==> src/rtl/sram_bus_ctrl_if.sv <==
// sram_bus_ctrl_if: MEM-stage request/response and SRAM pin bundle for sram_bus_ctrl
interface sram_bus_ctrl_if #(
    parameter int ADDR_W = 19
) ();
    logic              req;
    logic              we;
    logic [3:0]        sel;
    logic [31:0]       addr;
    logic [31:0]       wdata;
    logic [31:0]       rdata;
    logic              stallreq;
    logic              done;
    logic [ADDR_W-1:0] sram_addr;
    logic [15:0]       sram_dq_o;
    logic              sram_dq_oe;
    logic [15:0]       sram_dq_i;
    logic              sram_ce_n;
    logic              sram_oe_n;
    logic              sram_we_n;
    logic              sram_ub_n;
    logic              sram_lb_n;

    modport slave (
        input  req, we, sel, addr, wdata, sram_dq_i,
        output rdata, stallreq, done, sram_addr, sram_dq_o, sram_dq_oe,
               sram_ce_n, sram_oe_n, sram_we_n, sram_ub_n, sram_lb_n
    );

    modport master (
        output req, we, sel, addr, wdata, sram_dq_i,
        input  rdata, stallreq, done, sram_addr, sram_dq_o, sram_dq_oe,
               sram_ce_n, sram_oe_n, sram_we_n, sram_ub_n, sram_lb_n
    );
endinterface

==> src/rtl/sram_bus_ctrl.sv <==
// sram_bus_ctrl: splits 32-bit MEM-stage accesses into wait-stated 16-bit async SRAM beats
module sram_bus_ctrl #(
    parameter int ADDR_W      = 19,
    parameter int CPU_DW      = 32,
    parameter int SRAM_DW     = 16,
    parameter int WAIT_CYCLES = 2
) (
    input logic            clk,
    input logic            rst,
    sram_bus_ctrl_if.slave bus
);
    typedef enum logic [1:0] {IDLE, BEAT0, BEAT1, DONE} state_t;

    localparam logic [3:0] WLAST = 4'(WAIT_CYCLES - 1);

    if (WAIT_CYCLES < 2 || WAIT_CYCLES > 15) begin : g_bad_wait
        $fatal(1, "sram_bus_ctrl: WAIT_CYCLES must be in 2..15");
    end
    if (CPU_DW != 32 || SRAM_DW != 16) begin : g_bad_width
        $fatal(1, "sram_bus_ctrl: only CPU_DW=32 / SRAM_DW=16 supported");
    end

    state_t            state, state_nx;
    logic [3:0]        wcnt;
    logic [ADDR_W-2:0] a_addr;
    logic              a_we;
    logic [3:0]        a_sel;
    logic [31:0]       a_wdata;
    logic              beat, hi, last;
    logic              unused_addr_bits;

    // next state and SRAM pin decode from the latched access
    always_comb begin
        beat             = state == BEAT0 || state == BEAT1;
        hi               = state == BEAT1;
        last             = wcnt == WLAST;
        state_nx         = state;
        unused_addr_bits = ^{bus.addr[31:ADDR_W+1], bus.addr[1:0]};
        case (state)
            IDLE:    if (bus.req) state_nx = |bus.sel[1:0] ? BEAT0 : |bus.sel[3:2] ? BEAT1 : DONE;
            BEAT0:   if (last) state_nx = |a_sel[3:2] ? BEAT1 : DONE;
            BEAT1:   if (last) state_nx = DONE;
            default: state_nx = IDLE;
        endcase
        bus.sram_addr  = beat ? {a_addr, hi} : '0;
        bus.sram_ce_n  = ~beat;
        bus.sram_oe_n  = ~(beat & ~a_we);
        bus.sram_we_n  = ~(beat & a_we & ~last);
        bus.sram_dq_oe = beat & a_we;
        bus.sram_dq_o  = (beat & a_we) ? (hi ? a_wdata[31:16] : a_wdata[15:0]) : '0;
        bus.sram_ub_n  = ~(beat & (hi ? a_sel[3] : a_sel[1]));
        bus.sram_lb_n  = ~(beat & (hi ? a_sel[2] : a_sel[0]));
        bus.done       = state == DONE;
        bus.stallreq   = bus.req & (state != DONE) & ~rst;
    end

    // state register and per-beat wait counter
    always_ff @(posedge clk) begin
        if (rst) begin
            state <= IDLE;
            wcnt  <= '0;
        end else begin
            state <= state_nx;
            wcnt  <= (beat && !last) ? wcnt + 4'd1 : '0;
        end
    end

    // access latch in IDLE and load data capture on the last wait cycle of each beat
    always_ff @(posedge clk) begin
        if (rst) begin
            a_addr    <= '0;
            a_we      <= 1'b0;
            a_sel     <= '0;
            a_wdata   <= '0;
            bus.rdata <= '0;
        end else begin
            if (state == IDLE && bus.req) begin
                a_addr  <= bus.addr[ADDR_W:2];
                a_we    <= bus.we;
                a_sel   <= bus.sel;
                a_wdata <= bus.wdata;
                if (!bus.we) bus.rdata <= '0;
            end
            if (beat && last && !a_we) begin
                if (hi) bus.rdata[31:16] <= bus.sram_dq_i;
                else    bus.rdata[15:0]  <= bus.sram_dq_i;
            end
        end
    end
endmodule

==> src/flat_wrapper.sv <==
// flat-port wrapper written by rule: the top's interface ports become plain ports
module sram_bus_ctrl_flat 
#(
    parameter int ADDR_W      = 19,
    parameter int CPU_DW      = 32,
    parameter int SRAM_DW     = 16,
    parameter int WAIT_CYCLES = 2
)
  (clk, rst, bus_req, bus_we, bus_sel, bus_addr, bus_wdata, bus_sram_dq_i, bus_rdata, bus_stallreq, bus_done, bus_sram_addr, bus_sram_dq_o, bus_sram_dq_oe, bus_sram_ce_n, bus_sram_oe_n, bus_sram_we_n, bus_sram_ub_n, bus_sram_lb_n);
  sram_bus_ctrl_if #(.ADDR_W(ADDR_W)) bus_i ();
  input logic clk;
  input logic rst;
  input wire logic [$bits(bus_i.req)-1:0] bus_req;
  input wire logic [$bits(bus_i.we)-1:0] bus_we;
  input wire logic [$bits(bus_i.sel)-1:0] bus_sel;
  input wire logic [$bits(bus_i.addr)-1:0] bus_addr;
  input wire logic [$bits(bus_i.wdata)-1:0] bus_wdata;
  input wire logic [$bits(bus_i.sram_dq_i)-1:0] bus_sram_dq_i;
  output wire logic [$bits(bus_i.rdata)-1:0] bus_rdata;
  output wire logic [$bits(bus_i.stallreq)-1:0] bus_stallreq;
  output wire logic [$bits(bus_i.done)-1:0] bus_done;
  output wire logic [$bits(bus_i.sram_addr)-1:0] bus_sram_addr;
  output wire logic [$bits(bus_i.sram_dq_o)-1:0] bus_sram_dq_o;
  output wire logic [$bits(bus_i.sram_dq_oe)-1:0] bus_sram_dq_oe;
  output wire logic [$bits(bus_i.sram_ce_n)-1:0] bus_sram_ce_n;
  output wire logic [$bits(bus_i.sram_oe_n)-1:0] bus_sram_oe_n;
  output wire logic [$bits(bus_i.sram_we_n)-1:0] bus_sram_we_n;
  output wire logic [$bits(bus_i.sram_ub_n)-1:0] bus_sram_ub_n;
  output wire logic [$bits(bus_i.sram_lb_n)-1:0] bus_sram_lb_n;
  assign bus_i.req = bus_req;
  assign bus_i.we = bus_we;
  assign bus_i.sel = bus_sel;
  assign bus_i.addr = bus_addr;
  assign bus_i.wdata = bus_wdata;
  assign bus_i.sram_dq_i = bus_sram_dq_i;
  assign bus_rdata = bus_i.rdata;
  assign bus_stallreq = bus_i.stallreq;
  assign bus_done = bus_i.done;
  assign bus_sram_addr = bus_i.sram_addr;
  assign bus_sram_dq_o = bus_i.sram_dq_o;
  assign bus_sram_dq_oe = bus_i.sram_dq_oe;
  assign bus_sram_ce_n = bus_i.sram_ce_n;
  assign bus_sram_oe_n = bus_i.sram_oe_n;
  assign bus_sram_we_n = bus_i.sram_we_n;
  assign bus_sram_ub_n = bus_i.sram_ub_n;
  assign bus_sram_lb_n = bus_i.sram_lb_n;
  sram_bus_ctrl #(.ADDR_W(ADDR_W), .CPU_DW(CPU_DW), .SRAM_DW(SRAM_DW), .WAIT_CYCLES(WAIT_CYCLES)) u_core (.clk(clk), .rst(rst), .bus(bus_i));
endmodule
==> config.mk <==
export PLATFORM = sky130hd
export DESIGN_NAME = sram_bus_ctrl_flat
export DESIGN_NICKNAME = d
export VERILOG_FILES = /design/src/rtl/sram_bus_ctrl_if.sv /design/src/rtl/sram_bus_ctrl.sv /design/src/flat_wrapper.sv
export SDC_FILE = /design/constraint.sdc
export NUM_CORES = 1
export LEC_CHECK = 0
export BUFFER_PORTS_ARGS = -buffer_cell sky130_fd_sc_hd__buf_2
export CAP_MARGIN = 20
export CORE_MARGIN = 3
export CORE_UTILIZATION = 51
export CTS_CLUSTER_SIZE = 20
export DETAILED_ROUTE_END_ITERATION = 7
export PLACE_DENSITY = 0.84
export SLEW_MARGIN = 30
export SYNTH_ARGS = -nofsm -noshare
export SYNTH_HDL_FRONTEND = slang
export SYNTH_SLANG_ARGS = --single-unit
export TNS_END_PERCENT = 100
==> constraint.sdc <==
create_clock -name clk -period 2.6 [get_ports clk]
set_input_delay 0.52 -clock clk [delete_from_list [all_inputs] [get_ports clk]]
set_output_delay 0.52 -clock clk [all_outputs]
set_load 0.01 [all_outputs]
# Word-level counts from Yosys, hierarchy flattened

Index checks and enable logic that the tools add are counted.

Input bits: 88
Register bits: 93
Word-level logic and storage cells: 62

$add $sub $neg: 1
Equality and inequality tests: 8
Mux-type cells: 17
Reductions and logical operators: 13
Bitwise logic cells: 16

Operators by type and width:

| kind                                                   | count |
|---|---|
| 2-to-1 mux 32 bit                                      | 3 |
| 2-to-1 mux 16 bit                                      | 4 |
| 2-to-1 mux 19 bit                                      | 1 |
| inverter 1 bit                                         | 9 |
| 2-to-1 mux 2 bit                                       | 4 |
| OR reduction 2 bit                                     | 4 |
| bitwise AND 1 bit                                      | 7 |
| inequality test 2 bit (second input constant)          | 3 |
| case mux 2 bit (3 select lines)                        | 1 |
| adder 4 x 1 -> 4 bit (second input constant)           | 1 |
| equality test 2 bit (second input constant)            | 2 |
| equality test 4 x 1 -> 1 bit (second input constant)   | 1 |
| logical AND 1 bit                                      | 4 |
| 2-to-1 mux 1 bit                                       | 4 |
| AND reduction 3 bit                                    | 1 |
| equality test 2 x 1 -> 1 bit (second input constant)   | 1 |
| logical NOT 1 bit                                      | 2 |
| logical NOT 2 bit                                      | 1 |
| inequality test 2 x 1 -> 1 bit (second input constant) | 1 |
| logical OR 1 bit                                       | 1 |

# Longest topological paths before layout

Gate-level depths: netlist (run 1).

Depth in word-level cells: 5
Depth in mapped cells: 8
Depth with buffers taken out: 6

# Worst setup path before layout (run 1)

OpenSTA, ideal clock, no wires.

Path kind: flip-flop to output port
From: reg u_core.state[0]
To: out bus_sram_dq_o[10]
Arrival: 1.418 ns
Required time: 2.080 ns
Buffers on the path: 2
Stages on the path, launching flop included: 7
Path slack: 0.662 ns
Cells stage by stage: dfxtp_1 inv_1 ha_1 buf_2 buf_2 mux2i_1 nor2_1

Word-level cells in the longest chain between the ends: 4
Elaborated cells on any way between the ends: 6
Those cells by class: eq/ne (2); mux (2); bitwise (1); reduce/logical (1)

Ends and longest elaborated chain:

| what                                                                | RTL line                                 | text |
|---|---|---|
| from (decl)                                                         | sram_bus_ctrl.sv:23                      | `state_t state, state_nx;` |
| from (signal assigned)                                              | sram_bus_ctrl.sv:63                      | `state <= state_nx;` |
| equality test 2 x 1 -> 1 bit or equality test 2 bit (tied branches) | sram_bus_ctrl.sv:34, sram_bus_ctrl.sv:35 |  |
| logical OR 1 bit                                                    | sram_bus_ctrl.sv:34                      | `beat = state == BEAT0 \|\| state == BEAT1;` |
| bitwise AND 1 bit                                                   | sram_bus_ctrl.sv:50                      | `bus.sram_dq_o = (beat & a_we) ? (hi ? a_wdata[31:16] : a_wdata[15:0]) : '0;` |
| 2-to-1 mux 16 bit (*)                                               | sram_bus_ctrl.sv:50                      |  |
| to (decl)                                                           | flat_wrapper.sv:23                       | `output wire logic [$bits(bus_i.sram_dq_o)-1:0] bus_sram_dq_o;` |

Every way passes the cells marked *; elsewhere a longest branch is shown, timed or not.

# Worst setup path after layout (run 1)

From: reg u_core.state[0]
To: out bus_sram_dq_o[9]

The elaborated chain is that of the path after synthesis.

==> results of run 1 <==
cell type report:
| class | instances | area, um2 | share of cell area, % |
|---|---|---|---|
| clock inverter | 6 | 62.6 | 1.28 |
| timing repair buffer | 156 | 826 | 16.9 |
| sequential | 93 | 1860 | 38.1 |
| inverter | 7 | 26.3 | 0.538 |
| tap | 99 | 124 | 2.54 |
| multi-input combinational | 338 | 1840 | 37.8 |
| clock buffer | 10 | 138 | 2.82 |
worst max-delay path by stage:
stage                             end  slack [ns]                          from  cells after the start
floorplan           bus_sram_dq_o[10]        0.66  u_core.state[0]$_SDFFE_PP0P_                      6
global placement        bus_sram_we_n        0.39  u_core.state[0]$_SDFFE_PP0P_                      6
detailed placement      bus_sram_we_n        0.40  u_core.state[0]$_SDFFE_PP0P_                      6
CTS                 bus_sram_dq_o[13]       0.006  u_core.state[0]$_SDFFE_PP0P_                      6
global route         bus_sram_dq_o[9]        0.07  u_core.state[0]$_SDFFE_PP0P_                      6
finish               bus_sram_dq_o[9]        0.22  u_core.state[0]$_SDFFE_PP0P_                      6
critical path, stage by stage (launching register included):
cell and delay [ns]:
dfxtp_1 0.37, inv_1 0.12, ha_2 0.39, buf_12 0.21, mux2i_1 0.21, nor2_1 0.06
buf_2 0.15
power by group through the flow:
stage	logic [uW]	clock network, uW	registers (uW)
after floorplan	947	0	1760
after global placement	1310	0	1760
after detailed placement	1350	0	1770
after CTS	1350	987	1740
after global routing	1510	1050	1770
final	1350	963	1740
repair_timing:
| action | CTS | global route |
|---|---|---|
| buffers inserted | 0 | 0 |
| hold endpoints to repair | 0 | 0 |
| endpoints found under the setup margin | 0 | 20 |
| gates resized for setup | 0 | 2 |
flip-flops by register name (all words and copies together) (netlist names):
signal	flops
u_core.a_addr	18
u_core.bus.rdata	32
u_core.wcnt	4
u_core.a_sel	4
u_core.state	2
u_core.a_wdata	32
u_core.a_we	1
metal layers:
| layer | vias up | global-route usage [%] |
|---|---|---|
| li1 | 1822 | - |
| met3 | 8 | 7.80 |
| met5 | - | 0 |
| met2 | 118 | 39.1 |
| met4 | 0 | 8.06 |
| met1 | 1655 | 24.3 |
cells by family after synthesis:
logic type,Yosys count,synth area share (%)
adders and majority gates,8,2.57
and+or+nand+nor,216,25.4
xor gates and xnor gates,2,0.449
AOI/OAI and AO/OA,94,13.8
DFF,93,47.7
muxes,18,4.68
buffers and inverters,41,5.33
through the flow:
step	cells	setup slack (ns)	area [um2]	hold WS (ns)	power [uW]
detailed placement	693	0.399	4680	0.443	3120
finish	709	0.225	4880	0.395	4050
global route	709	0.0700	4880	0.373	4330
global placement	693	0.394	4680	0.438	3070
floorplan	472	0.662	3900	0.432	2700
CTS	709	0.00554	4880	0.383	4080
cells in the final DEF, fill, tap and decap left out, types with 17 or more instances in the layout:
cell	count
nand2_1	114
nand2b_1	17
a21oi_1	57
nor2_1	23
buf_2	148
dfxtp_1	93
and2_1	18
o21ai_0	17
nand3_1	29
==> impl_metrics.csv, run 1 <==
group,metric,value,unit
run_status,status,"completed",
timing,rsz0062_at_grt,"false",
routing,drt-pass1-iter-count,6,
min_path,hold_start,"bus_wdata[12]",
grt,gr-total-overflow,0,
synth,synth.cell_area,0.00390,mm2
placed_design,gp_congestion,0.805,
finish,nFillCells,631,
routing,ant_nets,0,
synth,avgSynthCellArea,8.26,um2
pwr,power.internal,2610,uW
timing,setup_violations,0,
pwr,power_switching,1440,uW
finish,drive_gt1_share,32.6,%
placed_design,numPortBuffers,148,
grt,grt_max_degree,56,
timing,finalSetupTns,0,ns
clock_tree,hold_buffers,0,
routing,via_per_inst,5.08,
timing,clock.fmax,421,MHz
job,maxCapViolations,0,
routing,wl_per_cell,13.4,um
critical_path,rr_endpoint,"u_core.bus.rdata[6]$_SDFF_PP0_",
pwr,leakage,0.00217,uW
routing,wl_met3,823,um
critical_path,crit_fanout,14,
grt,grtUsageTotal,22.1,%
min_path,hold_depth,3,
timing,relSlewSlack,63.9,%
synth,postSynthNetCount,568,
critical_path,crit_required,2.08,ns
pwr,ir_worst_vdd,520,uV
clock_tree,clock_path_buffers,2,
pwr,power_density,830,mW/mm2
floorplanning,initial_core_util,53.2,%
floorplanning,core-area,0.00733,mm2
synth,synth_enable_flop_cells,0,
floorplanning,row_count,31,
critical_path,r2r_slack,0.43,ns
synth,synth_cell_type_count,29,
critical_path,path_class,"flop to primary output",
synth,synth_common_cells,"nand2_1, dfxtp_1, a21oi_1, nand3_1, nor2_1",
timing,final.min_clock_period,2.38,ns
timing,finalHoldViolCount,0,
floorplanning,pin_count,163,
grt,grt_pass1_vias,3513,
clock_tree,clock_latency,0.35,ns
synth,yosys.area.top_type,"dfxtp_1",
timing,final.period_utilization,91.4,%
critical_path,arrival,1.86,ns
pwr,power_frac_seq,43.0,%
synth,yosys_register_bits,93,
floorplanning,die_w,93.4,um
finish,diodes,0,
clock_tree,clk_pin_slew,0.09,ns
synth,ys.flop_type,"dfxtp_1",
synth,synth_most_common_cell,"nand2_1",
routing,wl_met1,3910,um
critical_path,worst_setup_path_start_kind,"flop",
critical_path,r2r_start,"u_core.state[0]$_SDFFE_PP0P_",
routing,top_layer_used,"met4",
synth,synthCells,472,
clock_tree,cts.sink_count,93,
routing,vias,3603,
min_path,hold_class,"primary input to flop",
synth,synth-seq-area-share,47.7,%
routing,drc,0,
floorplanning,die_h,93.4,um
pwr,clkPwrFrac,23.8,%
finish,syn_to_final_growth,25.2,%
finish,nNetsFinal,701,
min_path,holdPathEnd,"u_core.a_wdata[12]$_SDFFE_PP0N_",
routing,dr_wl_met2,4660,um
critical_path,end_kind,"primary output",
placed_design,hpwl,6680,um
clock_tree,cts_tree,"yes",
timing,tightest_slew,0.542,ns
clock_tree,cts_buffers,9,
routing,drt_wl_total,9500,um
synth,yosys_warnings,0,
critical_path,r2r_cells,8,
timing,maxSlewViolCount,0,
synth,ys_async_sr_fraction,0,%
clock_tree,clockRootBuffer,"clkbuf_8",
pwr,swShare,35.6,%
floorplanning,dieArea,0.00873,mm2
grt,grt_pass1_wl,15500,um
timing,fin_worst_skew,0.00479,ns
clock_tree,cts_max_level,3,
synth,synth_area_leaders,"dfxtp_1, nand2_1, a21oi_1",
synth,synth_top_area_share,47.7,%
routing,drt-initial-drc-count,107,
grt,antenna_found_initial,0,
finish,fin_util,66.6,%
pwr,comb_power_share,33.2,%
No activity file was read; power rests on OpenSTA's default activity.
==> inputs of run 2 (changes only) <==
clock period = 2.85 ns   (was 2.6 ns; I/O delays follow)
==> run 2 against run 1 <==
Setup slack worse by 0.048 ns; combinational power down 11%; sequential power down 9%; critical path depth unchanged; clock power down 2.8%; cell area about the same; routed wire length down 2.5%; register-to-register slack better by 0.31 ns; sequential share of layout area about the same; sequential cell count unchanged; non-clock buffer count unchanged; total power down 8.1%; largest cell class unchanged; highest routed layer unchanged.
==> impl_metrics.csv, run 2 (synthesis gave the netlist of run 1 again) <==
group,metric,value,unit
floorplanning,die_w,93.4,um
routing,wl_per_cell,13.1,um
routing,drt-pass1-iter-count,4,
grt,antenna_found_initial,0,
grt,grt_pass1_wl,15100,um
grt,grt_max_degree,56,
floorplanning,dieArea,0.00873,mm2
finish,top_regs,"u_core.a_wdata: 32 flops, u_core.bus.rdata: 32 flops, u_core.a_addr: 18 flops",
floorplanning,row_count,31,
routing,ant_nets,0,
critical_path,crit_required,2.28,ns
timing,tightest_slew,0.707,ns
finish,drive_gt1_share,32.1,%
placed_design,gp_congestion,0.727,
timing,clock.fmax,374,MHz
clock_tree,hold_buffers,0,
routing,vias,3584,
placed_design,place_ws,0.542,ns
pwr,ir_worst_vdd,533,uV
routing,drc,0,
grt,gr-total-overflow,0,
clock_tree,cts_tree,"yes",
placed_design,hpwl,6480,um
critical_path,worst_setup_path_start_kind,"flop",
critical_path,end_kind,"primary output",
clock_tree,cts_buffers,9,
timing,finalHoldViolCount,0,
finish,nNetsFinal,701,
pwr,leakage,0.00217,uW
clock_tree,clockRootBuffer,"clkbuf_8",
timing,final.period_utilization,93.8,%
finish,nFillCells,631,
finish,syn_to_final_growth,25.1,%
run_status,status,"completed",
placed_design,numPortBuffers,148,
clock_tree,clock_latency,0.35,ns
routing,drt-initial-drc-count,140,
floorplanning,die_h,93.4,um
clock_tree,clock_path_buffers,2,
floorplanning,core-area,0.00733,mm2
timing,final.min_clock_period,2.67,ns
clock_tree,cts.sink_count,93,
timing,maxSlewViolCount,0,
timing,fin_worst_skew,0.00330,ns
min_path,hold_class,"primary input to flop",
timing,finalSetupTns,0,ns
job,maxCapViolations,0,
timing,worst_slack,0.177,ns
clock_tree,post_cts_resized,0,
floorplanning,pin_count,163,
pwr,power_density,763,mW/mm2
finish,design_area,0.00488,mm2
timing,hold_slack,0.449,ns
clock_tree,cts_max_level,3,
timing,rsz0062_at_grt,"false",
floorplanning,initial_core_util,53.2,%
critical_path,crit_fanout,13,
grt,grtUsageTotal,21.6,%
clock_tree,clk_pin_slew,0.08,ns
routing,drt_wl_total,9260,um
critical_path,path_class,"flop to primary output",
finish,mostFrequentLayoutCells,"buf_2, nand2_1, dfxtp_1",
grt,grt_pass1_vias,3444,
finish,layout_commonest_cell,"buf_2",
critical_path,arrival,2.10,ns
timing,setup_violations,0,
finish,diodes,0,
clock_tree,post_cts_buffers,0,
placed_design,place_area,0.00466,mm2
routing,via_per_inst,5.06,
timing,relSlewSlack,52.9,%
-- run 2: cell types whose count changed in the layout (fill, tap and decap cells not counted) --
cell       previous run  this run
buf_12                2         1
clkbuf_1              0         1
ha_2                  1         0
bufinv_16             1         2
clkbuf_8             10         9
nand2_1             114       115
nand2_2               2         1
ha_1                  7         8
clkinv_2              2         1
buf_4                 6         7
-- run 2: report_power, final --
part | leakage (uW) | internal [uW] | total [uW] | switching, uW
clock | 0.0000985 | 493 | 936 | 444
combinational | 0.00132 | 454 | 1200 | 744
sequential | 0.000758 | 1480 | 1590 | 104
-- run 2: layer usage --
layer	vias up	GRT usage [%]	share of wire [%]
met2	127	35.9	49
met5	-	0	0
li1	1825	-	-
met3	8	6.52	8.4
met4	0	8.55	1.0
met1	1624	25.9	42
-- run 2: area by class of cell --
class | instances | area (um2) | area share, %
Sequential cell | 93 | 1860 | 38.2
Multi-Input combinational cell | 338 | 1840 | 37.7
Timing Repair Buffer | 156 | 813 | 16.7
Clock buffer | 10 | 128 | 2.62
Tap cell | 99 | 124 | 2.54
Clock inverter | 6 | 87.6 | 1.80
Inverter | 7 | 26.3 | 0.539
-- run 2: critical path: stages, from the launching register on --
cell and delay, ns:
dfxtp_1 0.36, inv_1 0.12, ha_1 0.62, buf_12 0.23, mux2i_1 0.19, nor2_1 0.06
buf_2 0.17
-- run 2: through the flow --
| step | power [uW] | utilization, % | std cells |
|---|---|---|---|
| after floorplan | 2470 | - | 472 |
| after global placement | 2780 | 63.6 | 693 |
| after detailed placement | 2820 | 63.6 | 693 |
| after CTS | 3760 | 66.5 | 709 |
| after global routing | 3980 | 66.5 | 709 |
| final | 3720 | 66.5 | 709 |
-- run 2: path summary, 6_finish.rpt --
kind                                    end  slack [ns]                      startpoint  depth (start not counted)
max                       bus_sram_dq_o[10]        0.18    u_core.state[0]$_SDFFE_PP0P_                          6
min           u_core.a_addr[7]$_SDFFE_PP0N_        0.45                     bus_addr[9]                          3
max reg2reg  u_core.bus.rdata[6]$_SDFF_PP0_        0.74    u_core.state[0]$_SDFFE_PP0P_                          8
min reg2reg  u_core.a_addr[10]$_SDFFE_PP0N_        0.45  u_core.a_addr[10]$_SDFFE_PP0N_                          2
